<file path="src/rtl/muldiv_sequencer_pkg.sv">
// Shared definitions for the multiply/divide sequencer: funct codes, FSM and op encodings,
// and the ALU control codes also used by alu_control.
package muldiv_sequencer_pkg;

  localparam logic [5:0] F_MFHI  = 6'b010000;
  localparam logic [5:0] F_MTHI  = 6'b010001;
  localparam logic [5:0] F_MFLO  = 6'b010010;
  localparam logic [5:0] F_MTLO  = 6'b010011;
  localparam logic [5:0] F_MULT  = 6'b011000;
  localparam logic [5:0] F_MULTU = 6'b011001;
  localparam logic [5:0] F_DIV   = 6'b011010;
  localparam logic [5:0] F_DIVU  = 6'b011011;

  localparam logic [3:0] ALU_ADD = 4'b0010;
  localparam logic [3:0] ALU_SUB = 4'b0110;

  typedef enum logic [1:0] {
    S_IDLE  = 2'd0,
    S_PREP  = 2'd1,
    S_ITER  = 2'd2,
    S_FIXUP = 2'd3
  } md_state_e;

  // Encoding matches funct[1:0] of the MULT/MULTU/DIV/DIVU group.
  typedef enum logic [1:0] {
    OP_MULT  = 2'd0,
    OP_MULTU = 2'd1,
    OP_DIV   = 2'd2,
    OP_DIVU  = 2'd3
  } md_op_e;

  function automatic logic is_md_funct(input logic [5:0] f);
    return (f == F_MULT) || (f == F_MULTU) || (f == F_DIV) || (f == F_DIVU);
  endfunction

  function automatic logic is_hilo_funct(input logic [5:0] f);
    return is_md_funct(f) || (f == F_MFHI) || (f == F_MTHI) ||
           (f == F_MFLO) || (f == F_MTLO);
  endfunction

endpackage

</file>
<file path="src/rtl/muldiv_sequencer_step.sv">
// One combinational iteration: shift-add multiply step or restoring divide step.
module muldiv_step #(
  parameter int WIDTH = 32
) (
  input  logic             is_div,
  input  logic [WIDTH-1:0] acc,
  input  logic [WIDTH-1:0] work,
  input  logic [WIDTH-1:0] opnd,
  output logic [WIDTH-1:0] acc_n,
  output logic [WIDTH-1:0] work_n
);

  logic [WIDTH:0] sum;
  logic [WIDTH:0] rem_sh;
  logic [WIDTH:0] trial;
  logic           ge;

  always_comb begin
    sum    = {1'b0, acc} + (work[0] ? {1'b0, opnd} : '0);
    rem_sh = {acc, work[WIDTH-1]};
    trial  = rem_sh - {1'b0, opnd};
    // A set top bit of the shifted remainder already exceeds any divisor.
    ge     = rem_sh[WIDTH] | ~trial[WIDTH];
    if (is_div) begin
      acc_n  = ge ? trial[WIDTH-1:0] : rem_sh[WIDTH-1:0];
      work_n = {work[WIDTH-2:0], ge};
    end else begin
      acc_n  = sum[WIDTH:1];
      work_n = {sum[0], work[WIDTH-1:1]};
    end
  end

endmodule

</file>
<file path="src/rtl/muldiv_sequencer.sv">
// Multi-cycle MULT/MULTU/DIV/DIVU engine owning HI/LO; serves MFHI/MFLO/MTHI/MTLO.
// Optional MULDIV_EARLY_EXIT_EN: multiplies exit once remaining multiplier bits are zero.
module muldiv_sequencer
  import muldiv_sequencer_pkg::*;
#(
  parameter int WIDTH = 32
) (
  input  logic             clk,
  input  logic             reset,
  input  logic             op_valid,
  input  logic [5:0]       funct,
  input  logic [WIDTH-1:0] rs_data,
  input  logic [WIDTH-1:0] rt_data,
  input  logic             flush,
  output logic             stall,
  output logic             busy,
  output logic             done,
  output logic [WIDTH-1:0] hi,
  output logic [WIDTH-1:0] lo,
  output logic [WIDTH-1:0] mf_data
);

  localparam int CNT_W = $clog2(WIDTH) + 1;

  md_state_e          state_q, state_d;
  md_op_e             op_q, op_d;
  logic [CNT_W-1:0]   cnt_q, cnt_d;
  logic [WIDTH-1:0]   acc_q, acc_d;
  logic [WIDTH-1:0]   work_q, work_d;
  logic [WIDTH-1:0]   opnd_q, opnd_d;
  logic [WIDTH-1:0]   hi_q, hi_d;
  logic [WIDTH-1:0]   lo_q, lo_d;
  logic               sa_q, sa_d;
  logic               sb_q, sb_d;
  logic               busy_q, busy_d;
  logic               done_q, done_d;

  logic               is_div;
  logic               sgn_op;
  logic [WIDTH-1:0]   mag_a, mag_b;
  logic [WIDTH-1:0]   step_acc, step_work;
  logic [2*WIDTH-1:0] prod, prod_fix;
  logic [WIDTH-1:0]   quo_fix, rem_fix;

`ifdef MULDIV_EARLY_EXIT_EN
  logic [CNT_W-1:0]   rem_bits;
  logic [WIDTH-1:0]   rem_mask;
  logic [2*WIDTH-1:0] aligned;
`endif

  assign is_div   = (op_q == OP_DIV) || (op_q == OP_DIVU);
  assign sgn_op   = (op_q == OP_MULT) || (op_q == OP_DIV);
  // During PREP work/opnd still hold raw rs/rt.
  assign mag_a    = (sgn_op && work_q[WIDTH-1]) ? -work_q : work_q;
  assign mag_b    = (sgn_op && opnd_q[WIDTH-1]) ? -opnd_q : opnd_q;
  assign prod     = {acc_q, work_q};
  assign prod_fix = (sa_q ^ sb_q) ? -prod : prod;
  assign quo_fix  = (sa_q ^ sb_q) ? -work_q : work_q;
  assign rem_fix  = sa_q ? -acc_q : acc_q;

  muldiv_step #(.WIDTH(WIDTH)) u_step (
    .is_div (is_div),
    .acc    (acc_q),
    .work   (work_q),
    .opnd   (opnd_q),
    .acc_n  (step_acc),
    .work_n (step_work)
  );

  always_comb begin
    state_d = state_q;
    op_d    = op_q;
    cnt_d   = cnt_q;
    acc_d   = acc_q;
    work_d  = work_q;
    opnd_d  = opnd_q;
    hi_d    = hi_q;
    lo_d    = lo_q;
    sa_d    = sa_q;
    sb_d    = sb_q;
    done_d  = 1'b0;
`ifdef MULDIV_EARLY_EXIT_EN
    rem_bits = cnt_q - CNT_W'(1);
    rem_mask = ~({WIDTH{1'b1}} << rem_bits);
    aligned  = {step_acc, step_work} >> rem_bits;
`endif

    unique case (state_q)
      S_IDLE: begin
        if (op_valid && !flush) begin
          if (funct == F_MTHI) begin
            hi_d = rs_data;
          end else if (funct == F_MTLO) begin
            lo_d = rs_data;
          end else if (is_md_funct(funct)) begin
            if (funct[1] && (rt_data == '0)) begin
              lo_d   = '1;
              hi_d   = rs_data;
              done_d = 1'b1;
            end else begin
              op_d    = md_op_e'(funct[1:0]);
              work_d  = rs_data;
              opnd_d  = rt_data;
              state_d = S_PREP;
            end
          end
        end
      end
      S_PREP: begin
        sa_d    = sgn_op & work_q[WIDTH-1];
        sb_d    = sgn_op & opnd_q[WIDTH-1];
        acc_d   = '0;
        work_d  = is_div ? mag_a : mag_b;
        opnd_d  = is_div ? mag_b : mag_a;
        cnt_d   = CNT_W'(WIDTH);
        state_d = S_ITER;
      end
      S_ITER: begin
        acc_d  = step_acc;
        work_d = step_work;
        cnt_d  = cnt_q - CNT_W'(1);
        if (cnt_q == CNT_W'(1)) state_d = S_FIXUP;
`ifdef MULDIV_EARLY_EXIT_EN
        // Unprocessed multiplier bits sit in the low rem_bits of work; if all zero the
        // remaining steps are pure shifts, so apply them in one go.
        if (!is_div && ((step_work & rem_mask) == '0)) begin
          acc_d   = aligned[2*WIDTH-1:WIDTH];
          work_d  = aligned[WIDTH-1:0];
          cnt_d   = '0;
          state_d = S_FIXUP;
        end
`endif
      end
      S_FIXUP: begin
        hi_d    = is_div ? rem_fix : prod_fix[2*WIDTH-1:WIDTH];
        lo_d    = is_div ? quo_fix : prod_fix[WIDTH-1:0];
        done_d  = 1'b1;
        state_d = S_IDLE;
      end
      default: state_d = S_IDLE;
    endcase

    if (flush) begin
      state_d = S_IDLE;
      hi_d    = hi_q;
      lo_d    = lo_q;
      done_d  = 1'b0;
    end
  end

  assign busy_d = (state_d != S_IDLE);

  always_ff @(posedge clk) begin
    if (reset) begin
      state_q <= S_IDLE;
      op_q    <= OP_MULT;
      cnt_q   <= '0;
      acc_q   <= '0;
      work_q  <= '0;
      opnd_q  <= '0;
      hi_q    <= '0;
      lo_q    <= '0;
      sa_q    <= 1'b0;
      sb_q    <= 1'b0;
      busy_q  <= 1'b0;
      done_q  <= 1'b0;
    end else begin
      state_q <= state_d;
      op_q    <= op_d;
      cnt_q   <= cnt_d;
      acc_q   <= acc_d;
      work_q  <= work_d;
      opnd_q  <= opnd_d;
      hi_q    <= hi_d;
      lo_q    <= lo_d;
      sa_q    <= sa_d;
      sb_q    <= sb_d;
      busy_q  <= busy_d;
      done_q  <= done_d;
    end
  end

  assign busy    = busy_q;
  assign done    = done_q;
  assign hi      = hi_q;
  assign lo      = lo_q;
  assign stall   = busy_q & op_valid & is_hilo_funct(funct);
  assign mf_data = (op_valid && funct == F_MFHI) ? hi_q :
                   (op_valid && funct == F_MFLO) ? lo_q : '0;

endmodule

</file>
<file path="config.mk">
export PLATFORM = sky130hd
export DESIGN_NAME = muldiv_sequencer
export DESIGN_NICKNAME = d
export VERILOG_FILES = /design/src/rtl/muldiv_sequencer_pkg.sv /design/src/rtl/muldiv_sequencer_step.sv /design/src/rtl/muldiv_sequencer.sv
export SDC_FILE = /design/constraint.sdc
export NUM_CORES = 1
export LEC_CHECK = 0
export ABC_AREA = 1
export CAP_MARGIN = 40
export CORE_ASPECT_RATIO = 1.2
export CORE_MARGIN = 2
export CORE_UTILIZATION = 40
export CTS_CLUSTER_DIAMETER = 150
export DETAILED_ROUTE_END_ITERATION = 16
export GPL_TIMING_DRIVEN = 0
export PLACE_DENSITY = 0.59
export SETUP_SLACK_MARGIN = 0.02
export SLEW_MARGIN = 20
export SYNTH_ARGS = -nofsm -noshare
export SYNTH_HDL_FRONTEND = slang
export SYNTH_SLANG_ARGS = --single-unit
</file>
<file path="constraint.sdc">
create_clock -name clk -period 3.1 [get_ports clk]
set_input_delay 0.775 -clock clk [delete_from_list [all_inputs] [get_ports clk]]
set_output_delay 0.775 -clock clk [all_outputs]
set_load 0.01 [all_outputs]
</file>
==> impl_metrics.toml <==
[outcome]
outcome = "completed"

[sta]
max_freq_mhz = 324.7
slew_headroom_pct = 40.83
finalSetupViolCount = 0
maxSlewViolCount = 0
min_period_ns = 3.080
hold_viol = 0
fin_crit_sh_pct = 99.34
fin_tns_setup_ns = 0
setup_ws_ns = 0.02043
tightest_slew_ns = 0.8782
fin_skew_ns = 0.01350

[finish]
num-nets-final = 4074
multi_input_area_um2 = 13920
regArea_um2 = 3497
final_common_cell = "nand2_1"
layout-drive-gt1-share_pct = 7.263
fillers = 5649
layoutNonFillerInstCount = 4577
mostFrequentLayoutCells = "nand2_1 (1144), inv_1 (506), nor2_1 (429), nand3_1 (285), a21oi_1 (271)"
area_delta_synth_final_pct = 17.12

[worst_setup_path]
worstPathArrival_ns = 3.45
slowest_delay_ns = 0.56
required_ns = 3.47
critPathKind = "flop to flop"
slowest_stage = "nor2_2"
path_cells = "buf_6 > inv_2 > ha_1 > nand2_2 > nor2_2 > nand3_1 > nor2_1 > nand2_1 > nand3_2 > xor2_1 > nand2_1 > nand2_1 > nand2_1 > nand2_1 > inv_1"
cp-end-kind = "flop"
cpMostUsedCell = "nand2_1"
start_kind = "flop"
cp_max_fo = 17

[grt]
grt_pass1_wl_um = 160600
antenna_found_initial = 2
grt_pass1_vias = 24420
grt_usage_pct = 42.12
grt.overflow.total = 0
grt_max_degree = 18

[detailed_routing]
highest_layer = "met4"
drc = 0
wl_per_cell_um = 24.62
vias = 25870
met1_length_um = 40700
wl_met2_um = 50100
ant_nets = 0
viasPerCell = 5.652
met3_length_um = 8994
routed_wl_um = 112700
dr.pass1.iters = 6
initialDrtViolationCount = 2720

[synth]
synth-seq-cells = 174
synth_top_area_share_pct = 21.57
avgSynthCellArea_um2 = 5.364
syn_nets = 3867
ys_seq_area_share_pct = 17.47
synth_enable_flop_cells = 0
syn_area_um2 = 19940
netlist-cell-type-count = 56
synth_warnings = 0
async_flop_share_pct = 0
synth_ff_type = "dfxtp_1"
yosys.area.top_type = "nand2_1"
synth_cells = 3718
synth_area_leaders = "nand2_1 (22%), dfxtp_1 (17%), inv_1 (9.6%)"

[floorplanning]
start_util_pct = 40.52
fp.dieH_um = 248.6
die-area_um2 = 51670
core_um2 = 49220
die_w_um = 207.8
rows = 89
pin_count = 173

[placement]
gp_congestion = 1.127
dp_slack_ns = -0.9134
dp_cells = 4534
port_buffers = 172
hpwl_um = 94240

[clock_tree]
cts_buffers = 17
cts_tree = "done"
hold_buffers = 0
cts_buffer_depth = 2
clock-sinks = 174
worstSkewPairLatency_ns = 0.48
clockRootBuffer = "clkbuf_16"
clkTransAtPathRegs_ns = 0.08
cts.htree.levels = 4

[power_and_ir_drop]
vdd_drop_max_v = 0.0004153
powerDensity_nw_per_um2 = 264.5
power.total_mw = 6.178
power.leakage_nw = 11.28

[min_path]
hp-class = "flop to flop"

[flow_run]
drv_cap = 0
==> through the flow <==
step                      hold WS, ns  area, µm²  utilization, %
final                          0.4829      23360           47.46
after detailed placement       0.4739      22550           45.82
after floorplan                0.4565      19940               -
after global placement         0.4593      22460           45.64
after CTS                      0.4857      23250           47.24
after global routing           0.5078      23350           47.45
==> power by group <==
group	total, mW	internal (mW)	switching (mW)
Clock	2.35	1.23	1.12
Sequential	2.27	2.25	0.0245
Combinational	1.55	0.464	1.09
==> synth_stat cells, types with 2 or more instances <==
| library cell | instances |
|---|---|
| nand2_1 | 1146 |
| inv_1 | 509 |
| nor2_1 | 434 |
| nand3_1 | 297 |
| a21oi_1 | 276 |
| o21ai_0 | 234 |
| dfxtp_1 | 174 |
| clkbuf_1 | 103 |
| ha_1 | 73 |
| nand4_1 | 58 |
| xor2_1 | 48 |
| buf_2 | 45 |
| o22ai_1 | 37 |
| o211ai_1 | 29 |
| nand3b_1 | 28 |
| nor2_2 | 24 |
| nor3_1 | 23 |
| a31oi_1 | 20 |
| nand2_2 | 18 |
| o21ai_1 | 13 |
| xnor2_1 | 12 |
| o21bai_1 | 11 |
| a22oi_1 | 10 |
| buf_1 | 10 |
| inv_2 | 10 |
| buf_4 | 8 |
| nor2_4 | 8 |
| buf_6 | 7 |
| or2_2 | 7 |
| nor4_1 | 4 |
| a211oi_1 | 3 |
| and2_1 | 3 |
| and3_1 | 3 |
| nand2_4 | 3 |
| nand3_2 | 3 |
| o2111ai_1 | 3 |
| a21oi_2 | 2 |
| clkinv_1 | 2 |
| fa_1 | 2 |
| o221ai_1 | 2 |
==> state kept, by name, indices dropped and copies added, names as in the netlist <==
| signal | count |
|---|---|
| work_q | 32 |
| cnt_q | 6 |
| sb_q | 1 |
| busy | 1 |
| acc_q | 32 |
| state_q | 2 |
| done | 1 |
| op_q | 2 |
| opnd_q | 32 |
| sa_q | 1 |
| lo | 32 |
| hi | 32 |
==> logic make-up after synthesis <==
| logic type | after synthesis | share of synthesized area, % |
|---|---|---|
| AO/OA/AOI/OAI | 649 | 17.67 |
| XOR/XNOR | 60 | 2.635 |
| adder cells (fa/ha/maj) | 75 | 4.781 |
| buffers and inverters | 695 | 13.78 |
| flip-flops | 174 | 17.47 |
| AND/OR/NAND/NOR | 2065 | 43.67 |
==> area by class of cell <==
cell class | count | area share [%]
antenna | 2 | 0.02143
buffer | 172 | 3.562
clock buffer | 20 | 1.912
clock inverter | 12 | 0.6267
inverter | 521 | 8.389
multi-input combinational | 2849 | 59.58
sequential | 174 | 14.97
tap | 637 | 3.412
timing repair buffer | 190 | 7.526
==> worst paths after layout <==
check / startpoint / to / slack, ns / depth (start not counted)
max: work_q[0] / hi[0] / 0.02 / 15
min: hi[28] / hi[28] / 0.48 / 2
max reg2reg: work_q[0] / hi[0] / 0.02 / 15
min reg2reg: hi[28] / hi[28] / 0.48 / 2
==> worst max-delay path, delay by kind of cell, from the launching register on <==
family | cells | cell delay, ns
adders and majority gates | 1 | 0.27
xor gates and xnor gates | 1 | 0.33
and+or+nand+nor | 10 | 1.69
DFF | 1 | 0.31
buffers and inverters | 3 | 0.37
==> routing by layer <==
| layer | track usage, % | up-vias |
|---|---|---|
| met4 | 39.39 | 0 |
| met3 | 8.184 | 476 |
| met5 | 0 | - |
| met1 | 45.71 | 11680 |
| met2 | 68.81 | 1422 |
| li1 | - | 12290 |
==> what timing repair did <==
action	4_1_cts	5_1_grt
setup buffers	4	6
pin swaps	3	6
endpoints found under the setup margin	67	93
gates resized for setup	120	90
Power figures use the tool's default switching activity.
